`config.mk`:
```
export PLATFORM = sky130hd
export DESIGN_NAME = phy_mem_master_flat
export DESIGN_NICKNAME = d
export VERILOG_FILES = /design/src/rtl/phy_mem_if.sv /design/src/rtl/phy_mem_master.sv /design/src/flat_wrapper.sv
export SDC_FILE = /design/constraint.sdc
export NUM_CORES = 1
export LEC_CHECK = 0
export CAP_MARGIN = 20
export CORE_ASPECT_RATIO = 0.75
export CORE_MARGIN = 2
export CORE_UTILIZATION = 47
export CTS_CLUSTER_DIAMETER = 80
export DETAILED_ROUTE_END_ITERATION = 12
export PLACE_DENSITY = 0.83
export SYNTH_ARGS = -nofsm -noshare
export SYNTH_HDL_FRONTEND = slang
export SYNTH_SLANG_ARGS = --single-unit
```
`constraint.sdc`:
```
create_clock -name clk -period 15.3 [get_ports clk]
set_clock_uncertainty 0.15 [all_clocks]
set_input_delay 3.06 -clock clk [delete_from_list [all_inputs] [get_ports clk]]
set_output_delay 3.06 -clock clk [all_outputs]
set_load 0.05 [all_outputs]
```
`src/rtl/phy_mem_if.sv`:
```
// Bundle of request ports and memory-controller signals for phy_mem_master.
//   master : view taken by phy_mem_master. It receives the ifetch/data requests and
//            mem_data_out/mem_busy, and it drives the acks, read data, err and mem_*.
//   slave  : view taken by the requesters and the memory controller (the mirror of master).
interface phy_mem_if;
  logic        ifetch_req;
  logic [31:0] ifetch_addr;
  logic        ifetch_ack;
  logic [31:0] ifetch_data;
  logic        data_req;
  logic        data_we;
  logic [31:0] data_addr;
  logic [31:0] data_wdata;
  logic        data_ack;
  logic [31:0] data_rdata;
  logic        err;
  logic        mem_is_write;
  logic [31:0] mem_addr;
  logic [31:0] mem_data_in;
  logic [31:0] mem_data_out;
  logic        mem_busy;

  modport master (
    input  ifetch_req, ifetch_addr, data_req, data_we, data_addr, data_wdata,
           mem_data_out, mem_busy,
    output ifetch_ack, ifetch_data, data_ack, data_rdata, err,
           mem_is_write, mem_addr, mem_data_in
  );

  modport slave (
    output ifetch_req, ifetch_addr, data_req, data_we, data_addr, data_wdata,
           mem_data_out, mem_busy,
    input  ifetch_ack, ifetch_data, data_ack, data_rdata, err,
           mem_is_write, mem_addr, mem_data_in
  );
endinterface

```
`src/rtl/phy_mem_master.sv`:
```
// phy_mem_master: arbitrates an instruction-fetch port and a data port onto a single
// physical memory controller. Misaligned or out-of-range accesses are rejected with err.
// Ports:
//   clk, rst : clock and asynchronous active-high reset
//   bus      : phy_mem_if.master (request/ack ports plus the mem_* controller signals)
// All outputs are registered.
module phy_mem_master #(
  parameter int unsigned READ_SAMPLE_CYCLES = 2,
  parameter logic [31:0] RAM_ADDR_MASK      = 32'h001f_ffff
) (
  input logic       clk,
  input logic       rst,
  phy_mem_if.master bus
);

  localparam logic [7:0] CntLast = 8'(READ_SAMPLE_CYCLES - 1);

  typedef enum logic [2:0] {StIdle, StRdWait, StWrIssue, StWrWait, StAck} state_e;

  state_e      state_q;
  logic [7:0]  cnt_q;
  logic        last_data_q;  // 1: the data port won the most recent grant
  logic        port_data_q;  // port that owns the current transaction

  logic        pick_data;
  logic        any_req;
  logic [31:0] g_addr;
  logic        g_we;
  logic        g_rej;
  logic        g_stall;

  // Round-robin choice plus the properties of the request that would be granted.
  always_comb begin
    any_req   = bus.ifetch_req || bus.data_req;
    pick_data = bus.data_req && (!bus.ifetch_req || !last_data_q);
    g_addr    = pick_data ? bus.data_addr : bus.ifetch_addr;
    g_we      = pick_data && bus.data_we;
    g_rej     = (g_addr[1:0] != 2'b00) || ((g_addr & RAM_ADDR_MASK) != g_addr);
    // A legal write may only be issued to an idle controller; hold off the whole grant.
    g_stall   = g_we && !g_rej && bus.mem_busy;
  end

  always_ff @(posedge clk or posedge rst) begin
    if (rst) begin
      state_q          <= StIdle;
      cnt_q            <= 8'd0;
      last_data_q      <= 1'b0;
      port_data_q      <= 1'b0;
      bus.ifetch_ack   <= 1'b0;
      bus.data_ack     <= 1'b0;
      bus.err          <= 1'b0;
      bus.mem_is_write <= 1'b0;
      bus.mem_addr     <= 32'd0;
      bus.mem_data_in  <= 32'd0;
      bus.ifetch_data  <= 32'd0;
      bus.data_rdata   <= 32'd0;
    end else begin
      // Pulse outputs default low; they are raised only on the edge entering their state.
      bus.ifetch_ack   <= 1'b0;
      bus.data_ack     <= 1'b0;
      bus.err          <= 1'b0;
      bus.mem_is_write <= 1'b0;
      unique case (state_q)
        StIdle: begin
          if (any_req && !g_stall) begin
            last_data_q  <= pick_data;
            port_data_q  <= pick_data;
            bus.mem_addr <= g_addr;
            if (pick_data) bus.mem_data_in <= bus.data_wdata;
            cnt_q <= 8'd0;
            if (g_rej) begin
              state_q <= StAck;
              bus.err <= 1'b1;
              if (pick_data) begin
                bus.data_ack <= 1'b1;
                if (!g_we) bus.data_rdata <= 32'd0;
              end else begin
                bus.ifetch_ack  <= 1'b1;
                bus.ifetch_data <= 32'd0;
              end
            end else if (g_we) begin
              state_q          <= StWrIssue;
              bus.mem_is_write <= 1'b1;
            end else begin
              state_q <= StRdWait;
            end
          end
        end
        StRdWait: begin
          // Counter freezes while the controller is busy.
          if (!bus.mem_busy) begin
            if (cnt_q == CntLast) begin
              state_q <= StAck;
              if (port_data_q) begin
                bus.data_rdata <= bus.mem_data_out;
                bus.data_ack   <= 1'b1;
              end else begin
                bus.ifetch_data <= bus.mem_data_out;
                bus.ifetch_ack  <= 1'b1;
              end
            end else begin
              cnt_q <= cnt_q + 8'd1;
            end
          end
        end
        StWrIssue: begin
          state_q <= StWrWait;
        end
        StWrWait: begin
          // The first WR_WAIT cycle is skipped: the controller only raises busy on its
          // negedge update, so mem_busy is not yet trustworthy there.
          if (cnt_q == 8'd0) begin
            cnt_q <= 8'd1;
          end else if (!bus.mem_busy) begin
            state_q      <= StAck;
            bus.data_ack <= 1'b1;
          end
        end
        StAck: begin
          state_q <= StIdle;
        end
        default: begin
          state_q <= StIdle;
        end
      endcase
    end
  end

endmodule
```
`src/flat_wrapper.sv`:
```
// flat-port wrapper written by rule: the top's interface ports become plain ports
module phy_mem_master_flat 
#(
  parameter int unsigned READ_SAMPLE_CYCLES = 2,
  parameter logic [31:0] RAM_ADDR_MASK      = 32'h001f_ffff
)
  (clk, rst, bus_ifetch_req, bus_ifetch_addr, bus_data_req, bus_data_we, bus_data_addr, bus_data_wdata, bus_mem_data_out, bus_mem_busy, bus_ifetch_ack, bus_ifetch_data, bus_data_ack, bus_data_rdata, bus_err, bus_mem_is_write, bus_mem_addr, bus_mem_data_in);
  phy_mem_if bus_i ();
  input logic clk;
  input logic rst;
  input wire logic [$bits(bus_i.ifetch_req)-1:0] bus_ifetch_req;
  input wire logic [$bits(bus_i.ifetch_addr)-1:0] bus_ifetch_addr;
  input wire logic [$bits(bus_i.data_req)-1:0] bus_data_req;
  input wire logic [$bits(bus_i.data_we)-1:0] bus_data_we;
  input wire logic [$bits(bus_i.data_addr)-1:0] bus_data_addr;
  input wire logic [$bits(bus_i.data_wdata)-1:0] bus_data_wdata;
  input wire logic [$bits(bus_i.mem_data_out)-1:0] bus_mem_data_out;
  input wire logic [$bits(bus_i.mem_busy)-1:0] bus_mem_busy;
  output wire logic [$bits(bus_i.ifetch_ack)-1:0] bus_ifetch_ack;
  output wire logic [$bits(bus_i.ifetch_data)-1:0] bus_ifetch_data;
  output wire logic [$bits(bus_i.data_ack)-1:0] bus_data_ack;
  output wire logic [$bits(bus_i.data_rdata)-1:0] bus_data_rdata;
  output wire logic [$bits(bus_i.err)-1:0] bus_err;
  output wire logic [$bits(bus_i.mem_is_write)-1:0] bus_mem_is_write;
  output wire logic [$bits(bus_i.mem_addr)-1:0] bus_mem_addr;
  output wire logic [$bits(bus_i.mem_data_in)-1:0] bus_mem_data_in;
  assign bus_i.ifetch_req = bus_ifetch_req;
  assign bus_i.ifetch_addr = bus_ifetch_addr;
  assign bus_i.data_req = bus_data_req;
  assign bus_i.data_we = bus_data_we;
  assign bus_i.data_addr = bus_data_addr;
  assign bus_i.data_wdata = bus_data_wdata;
  assign bus_i.mem_data_out = bus_mem_data_out;
  assign bus_i.mem_busy = bus_mem_busy;
  assign bus_ifetch_ack = bus_i.ifetch_ack;
  assign bus_ifetch_data = bus_i.ifetch_data;
  assign bus_data_ack = bus_i.data_ack;
  assign bus_data_rdata = bus_i.data_rdata;
  assign bus_err = bus_i.err;
  assign bus_mem_is_write = bus_i.mem_is_write;
  assign bus_mem_addr = bus_i.mem_addr;
  assign bus_mem_data_in = bus_i.mem_data_in;
  phy_mem_master #(.READ_SAMPLE_CYCLES(READ_SAMPLE_CYCLES), .RAM_ADDR_MASK(RAM_ADDR_MASK)) u_core (.clk(clk), .rst(rst), .bus(bus_i));
endmodule
```
Word-level counts from Yosys, hierarchy flattened
Index checks and enable logic that the tools add are counted.
{"block": "word_totals", "reg_bits": 144, "in_bits": 134, "output_inout_bits": 132, "wordCells": 105}
{"block": "op_classes", "addsub": 1, "n_eq_ne": 17, "muxes": 52, "reduce_logical": 24}
{"cell": "$mux W32", "n": 14}
{"cell": "$pmux W32 S2", "n": 2}
{"cell": "$mux W8", "n": 4}
{"cell": "$pmux W8 S3", "n": 1}
{"cell": "$mux W1", "n": 21}
{"cell": "$mux W3", "n": 6}
{"cell": "$ne A2 B2 Y1 const B", "n": 7}
{"cell": "$ne A2 B1 Y1 const B", "n": 6}
{"cell": "$pmux W3 S4", "n": 1}
{"cell": "$reduce_bool A11 Y1", "n": 1}
{"cell": "$reduce_and A5 Y1", "n": 2}
{"cell": "$add A8 B1 Y8 const B", "n": 1}
{"cell": "$eq A8 B1 Y1 const B", "n": 1}
{"cell": "$logic_not A8 Y1", "n": 1}
{"cell": "$reduce_and A8 Y1", "n": 1}
{"cell": "$reduce_and A7 Y1", "n": 1}
{"cell": "$eq A3 B2 Y1 const B", "n": 2}
{"cell": "$logic_and A1 B1 Y1", "n": 5}
{"cell": "$logic_not A1 Y1", "n": 4}
{"cell": "$reduce_bool A2 Y1", "n": 2}
{"cell": "$eq A3 B1 Y1 const B", "n": 1}
{"cell": "$logic_not A3 Y1", "n": 1}
{"cell": "$logic_or A1 B1 Y1", "n": 3}
{"cell": "$pmux W1 S3", "n": 1}
{"cell": "other kinds (5)", "n": 5}

Depth between registers and ports, before layout
{"block": "depth", "depth_word": 13, "mapped_depth": 8, "depth_no_buf": 7}

Worst setup path after synthesis
OpenSTA, ideal clock, no wires.
{"block": "synth_path", "path_kind": "input-to-reg", "from": "in bus_data_req", "to": "reg u_core.bus.data_rdata[22]", "setup_ns": 0.127, "arrival_time_ns": 5.010, "t_required_ns": 15.023, "slack_ns": 10.012, "stages": 6, "n_path_buf": 1, "path_cell_list": "a21boi_1 -> nand4_1 -> a221oi_2 -> a211oi_4 -> buf_6 -> mux2_1"}
{"block": "synth_between", "elab_chain_len": 11, "elab_cells_between_ends": 17, "classes_between": "eq/ne: 4; mux: 1; reduce/logical: 12"}
{"item": "start, declared", "line": "flat_wrapper.sv:13", "source": "input wire logic [$bits(bus_i.data_req)-1:0] bus_data_req;"}
{"item": "$logic_and A1 B1 Y1", "line": "phy_mem_master.sv:35", "source": "pick_data = bus.data_req && (!bus.ifetch_req || !last_data_q);"}
{"item": "$mux W32", "line": "phy_mem_master.sv:36", "source": "g_addr = pick_data ? bus.data_addr : bus.ifetch_addr;"}
{"item": "$reduce_bool A11 Y1 or $reduce_bool A2 Y1 (tied branches)", "line": "phy_mem_master.sv:38", "source": "g_rej = (g_addr[1:0] != 2'b00) || ((g_addr & RAM_ADDR_MASK) != g_addr);"}
{"item": "$logic_or A1 B1 Y1", "line": "phy_mem_master.sv:38"}
{"item": "$logic_not A1 Y1", "line": "phy_mem_master.sv:40", "source": "g_stall = g_we && !g_rej && bus.mem_busy;"}
{"item": "$logic_and A1 B1 Y1 (2 in series)", "line": "phy_mem_master.sv:40"}
{"item": "$logic_not A1 Y1", "line": "phy_mem_master.sv:65", "source": "if (any_req && !g_stall) begin"}
{"item": "$logic_and A1 B1 Y1", "line": "phy_mem_master.sv:65"}
{"item": "$ne A2 B1 Y1 (no line)"}
{"item": "$reduce_and A8 Y1 (no line) (*)"}
{"item": "end signal, assigned", "line": "phy_mem_master.sv:95", "source": "bus.data_rdata <= bus.mem_data_out;"}
{"item": "end, declared", "line": "phy_mem_if.sv:26", "source": "output ifetch_ack, ifetch_data, data_ack, data_rdata, err,"}
Mark *: on every way between the ends. The rest lies on a longest branch, timed or not.
A chain may end at the register's enable or synchronous reset.

Worst setup path in the final report
{"block": "layout_path", "from": "in bus_ifetch_req", "to": "reg u_core.bus.data_rdata[22]"}
{"block": "layout_between", "elab_chain_len": 13, "elab_cells_between_ends": 19, "classes_between": "eq/ne: 4; mux: 1; reduce/logical: 14"}
{"item": "start, declared", "line": "flat_wrapper.sv:11", "source": "input wire logic [$bits(bus_i.ifetch_req)-1:0] bus_ifetch_req;"}
{"item": "$logic_not A1 Y1", "line": "phy_mem_master.sv:35"}
{"item": "$logic_or A1 B1 Y1", "line": "phy_mem_master.sv:35"}
{"item": "$logic_and A1 B1 Y1", "line": "phy_mem_master.sv:35"}
{"item": "$mux W32", "line": "phy_mem_master.sv:36"}
{"item": "$reduce_bool A11 Y1 or $reduce_bool A2 Y1 (tied branches)", "line": "phy_mem_master.sv:38"}
{"item": "$logic_or A1 B1 Y1", "line": "phy_mem_master.sv:38"}
{"item": "$logic_not A1 Y1", "line": "phy_mem_master.sv:40"}
{"item": "$logic_and A1 B1 Y1 (2 in series)", "line": "phy_mem_master.sv:40"}
{"item": "$logic_not A1 Y1", "line": "phy_mem_master.sv:65"}
{"item": "$logic_and A1 B1 Y1", "line": "phy_mem_master.sv:65"}
{"item": "$ne A2 B1 Y1 (no line)"}
{"item": "$reduce_and A8 Y1 (no line) (*)"}
Marked as above.

==> results.py <==
metrics = {
    "sta": {
        "max_freq_mhz": 164.9,
        "min_period_ps": 6063,
        "slew_headroom": 0.3525,
        "tightest_slew_ps": 971.2,
        "hold_viol_final": 0,
        "hold_ws_ps": 350.2,
        "setup_tns_ps": 0,
        "rsz0062_at_grt": "false",
        "period_share": 0.3963,
        "fin_ws_ps": 9237,
        "setup_violations": 0,
        "slew_violations": 0,
    },
    "layout": {
        "final_nets": 937,
        "layout-drive-gt1-share": 0.2189,
        "post-route-util": 0.7260,
        "n_antenna_cell": 0,
        "area_delta_synth_final_pct": 52.72,
    },
    "critical_path": {
        "worst_ep_required_time_ps": 15440,
        "critical_path_class": "input pin to flop",
        "rr_worst_depth": 8,
        "cp_max_fo": 36,
        "crit_arrival_ps": 6200,
        "endpoint_kind": "flop",
        "critPathLaunchType": "input pin",
    },
    "global_route": {
        "grt_pass1_wl_mm": 27.57,
        "grt_usage": 0.2355,
        "first_global_vias": 5488,
        "grt_max_degree": 80,
        "grt-ovfl-total": 0,
        "grt_antenna_before_repair": 0,
    },
    "synthesis": {
        "synth_fa_ha_area_frac": 0.005821,
        "synth_area_per_cell_um2": 12.03,
        "synth-seq-cells": 144,
        "postSynthCellCount": 536,
        "synth_area_um2": 6449,
        "synth_xor_area_frac": 0,
        "yosysMostFrequentCell": "dfrtp_1",
        "yosysSeqAreaShare": 0.5588,
        "ys.flop_type": "dfrtp_1",
        "synth_top_area_cell": "dfrtp_1",
        "ys_warn_count": 0,
        "synthMuxAreaShare": 0.2268,
        "synth_top_area_frac": 0.5588,
        "ys_types": 45,
        "yosys.area_share.simple": 0.1323,
        "synth_compound_area_frac": 0.04948,
        "syn-num-nets": 673,
        "netlist_top_cells_area": "dfrtp_1, mux2_2, nand2_1",
        "synth_edf_count": 0,
        "async_flop_share": 1.000,
        "synthTopCellsByCount": "dfrtp_1, mux2_2, nand2_1",
        "synth_top_family_by_area": "multiplexers",
    },
    "clocking": {
        "clk_latency_ps": 400,
        "h-tree-depth": 4,
        "numCtsBuffers": 17,
        "cts.sinks": 144,
        "path_clk_slew_ps": 60,
        "clock_path_buffers": 2,
        "cts_resized": 0,
        "cts_root_buffer": "clkbuf_16",
        "post_cts_buffers": 0,
        "ctsHoldBuffers": 0,
        "cts_tree": "yes",
    },
    "route": {
        "via_count": 5073,
        "routed_wl_mm": 16.99,
        "first_iter_violations": 326,
        "dr.pass1.iters": 4,
        "wl_per_cell_um": 17.20,
        "via_per_inst": 5.135,
        "drtAntennaViolNets": 0,
        "route.detailed.drc": 0,
    },
    "power_and_ir_drop": {
        "power_density_nw_per_um2": 254.8,
        "power_w": 0.002509,
        "ir_drop_mv": 0.1679,
        "p_leak_nw": 4.408,
    },
    "floorplan": {
        "core_um2": 13560,
        "die_h_um": 105.4,
        "fp-row-count": 37,
        "die_x_um": 139.3,
        "die-area_um2": 14680,
        "start_util": 0.4754,
        "io_pins": 266,
    },
    "placed_design": {
        "dp_hpwl_mm": 12.25,
        "place_congestion": 0.8966,
        "dp_slack_ps": 8830,
        "place.port_buffers": 265,
    },
    "run": {
        "cap_violations": 0,
    },
    "worst_hold_path": {
        "holdCritPathClass": "flop to flop",
        "hold_depth": 1,
    },
    "run_status": {
        "status": "finished, final reports clean",
    },
}
metal layers:
layer  share of wire  vias to the layer above  GRT usage
li1                -                     2372          -
met1            0.40                     2487     0.2770
met2            0.51                      188     0.4083
met3           0.071                       26    0.07587
met4           0.018                        0    0.08225
met5               0                        -          0
stage by stage:
stage,cell area (um^2),cells
after global placement,9243,955
after detailed placement,9243,955
after CTS,9828,987
final,9848,988
after global routing,9848,988
after floorplan,6449,536
worst max-delay path: stages:
cell and delay (ps):
clkdlybuf4s50_1 570, a21bo_2 650, nand4_1 310, a221oi_2 790, a211oi_4 120, buf_4 310
mux2_1 360
registers in the layout, indices dropped and copies added, names as in the netlist:
name and flops:
u_core.bus.mem_addr 32, u_core.bus.ifetch_data 32, u_core.bus.ifetch_ack 1, u_core.bus.data_ack 1
u_core.last_data_q 1, u_core.state_q 3, u_core.bus.mem_is_write 1, u_core.bus.mem_data_in 32
u_core.bus.data_rdata 32, u_core.cnt_q 8, u_core.bus.err 1
logic make-up after synthesis:
logic type / count (synthesis)
adders and majority gates: 3
muxes: 130
AOI/OAI and AO/OA: 41
and+or+nand+nor: 185
buffers and inverters: 33
DFF: 144
placed cells by master, fill, tap and decap left out, types with 3 or more instances in the layout:
| master | instances |
|---|---|
| dfrtp_1 | 144 |
| clkbuf_16 | 17 |
| nor4_1 | 5 |
| mux2_2 | 128 |
| nand4_1 | 3 |
| nor2_1 | 10 |
| inv_6 | 5 |
| or3_1 | 3 |
| buf_4 | 6 |
| clkdlybuf4s50_1 | 265 |
| nand2_1 | 110 |
| o21ai_0 | 5 |
| or2_2 | 3 |
| and3_1 | 3 |
| a21oi_1 | 9 |
| inv_1 | 5 |
| ha_1 | 3 |
| and2_1 | 32 |
| nor3_1 | 6 |
| o21a_1 | 5 |
| clkinv_4 | 3 |
worst paths after layout:
check,start,to,slack [ps]
hold / removal,u_core.bus.data_rdata[22],u_core.bus.data_rdata[22],350
setup / recovery,bus_ifetch_req,u_core.bus.data_rdata[22],9240
setup reg to reg,u_core.cnt_q[1],u_core.bus.data_rdata[24],11950
max in group asynchronous,rst,u_core.bus.data_rdata[1],10640
hold reg to reg,u_core.bus.data_rdata[22],u_core.bus.data_rdata[22],350
min in group asynchronous,rst,u_core.bus.mem_data_in[5],2940
power by group:
part           switching, W  leakage (nW)  internal (W)
combinational      0.000902          2.27      0.000540
sequential         0.000105          1.85      0.000557
clock              0.000162         0.281      0.000244
total               0.00117          4.41       0.00134
area by class of cell:
class	instances	area, um^2
Multi-Input combinational cell	359	2695
Fill cell	935	3716
Clock inverter	13	152.6
Timing Repair Buffer	272	2718
Inverter	6	27.53
Tap cell	175	219.0
Sequential cell	144	3603
Clock buffer	19	432.9
No activity file was read; power rests on OpenSTA's default activity.
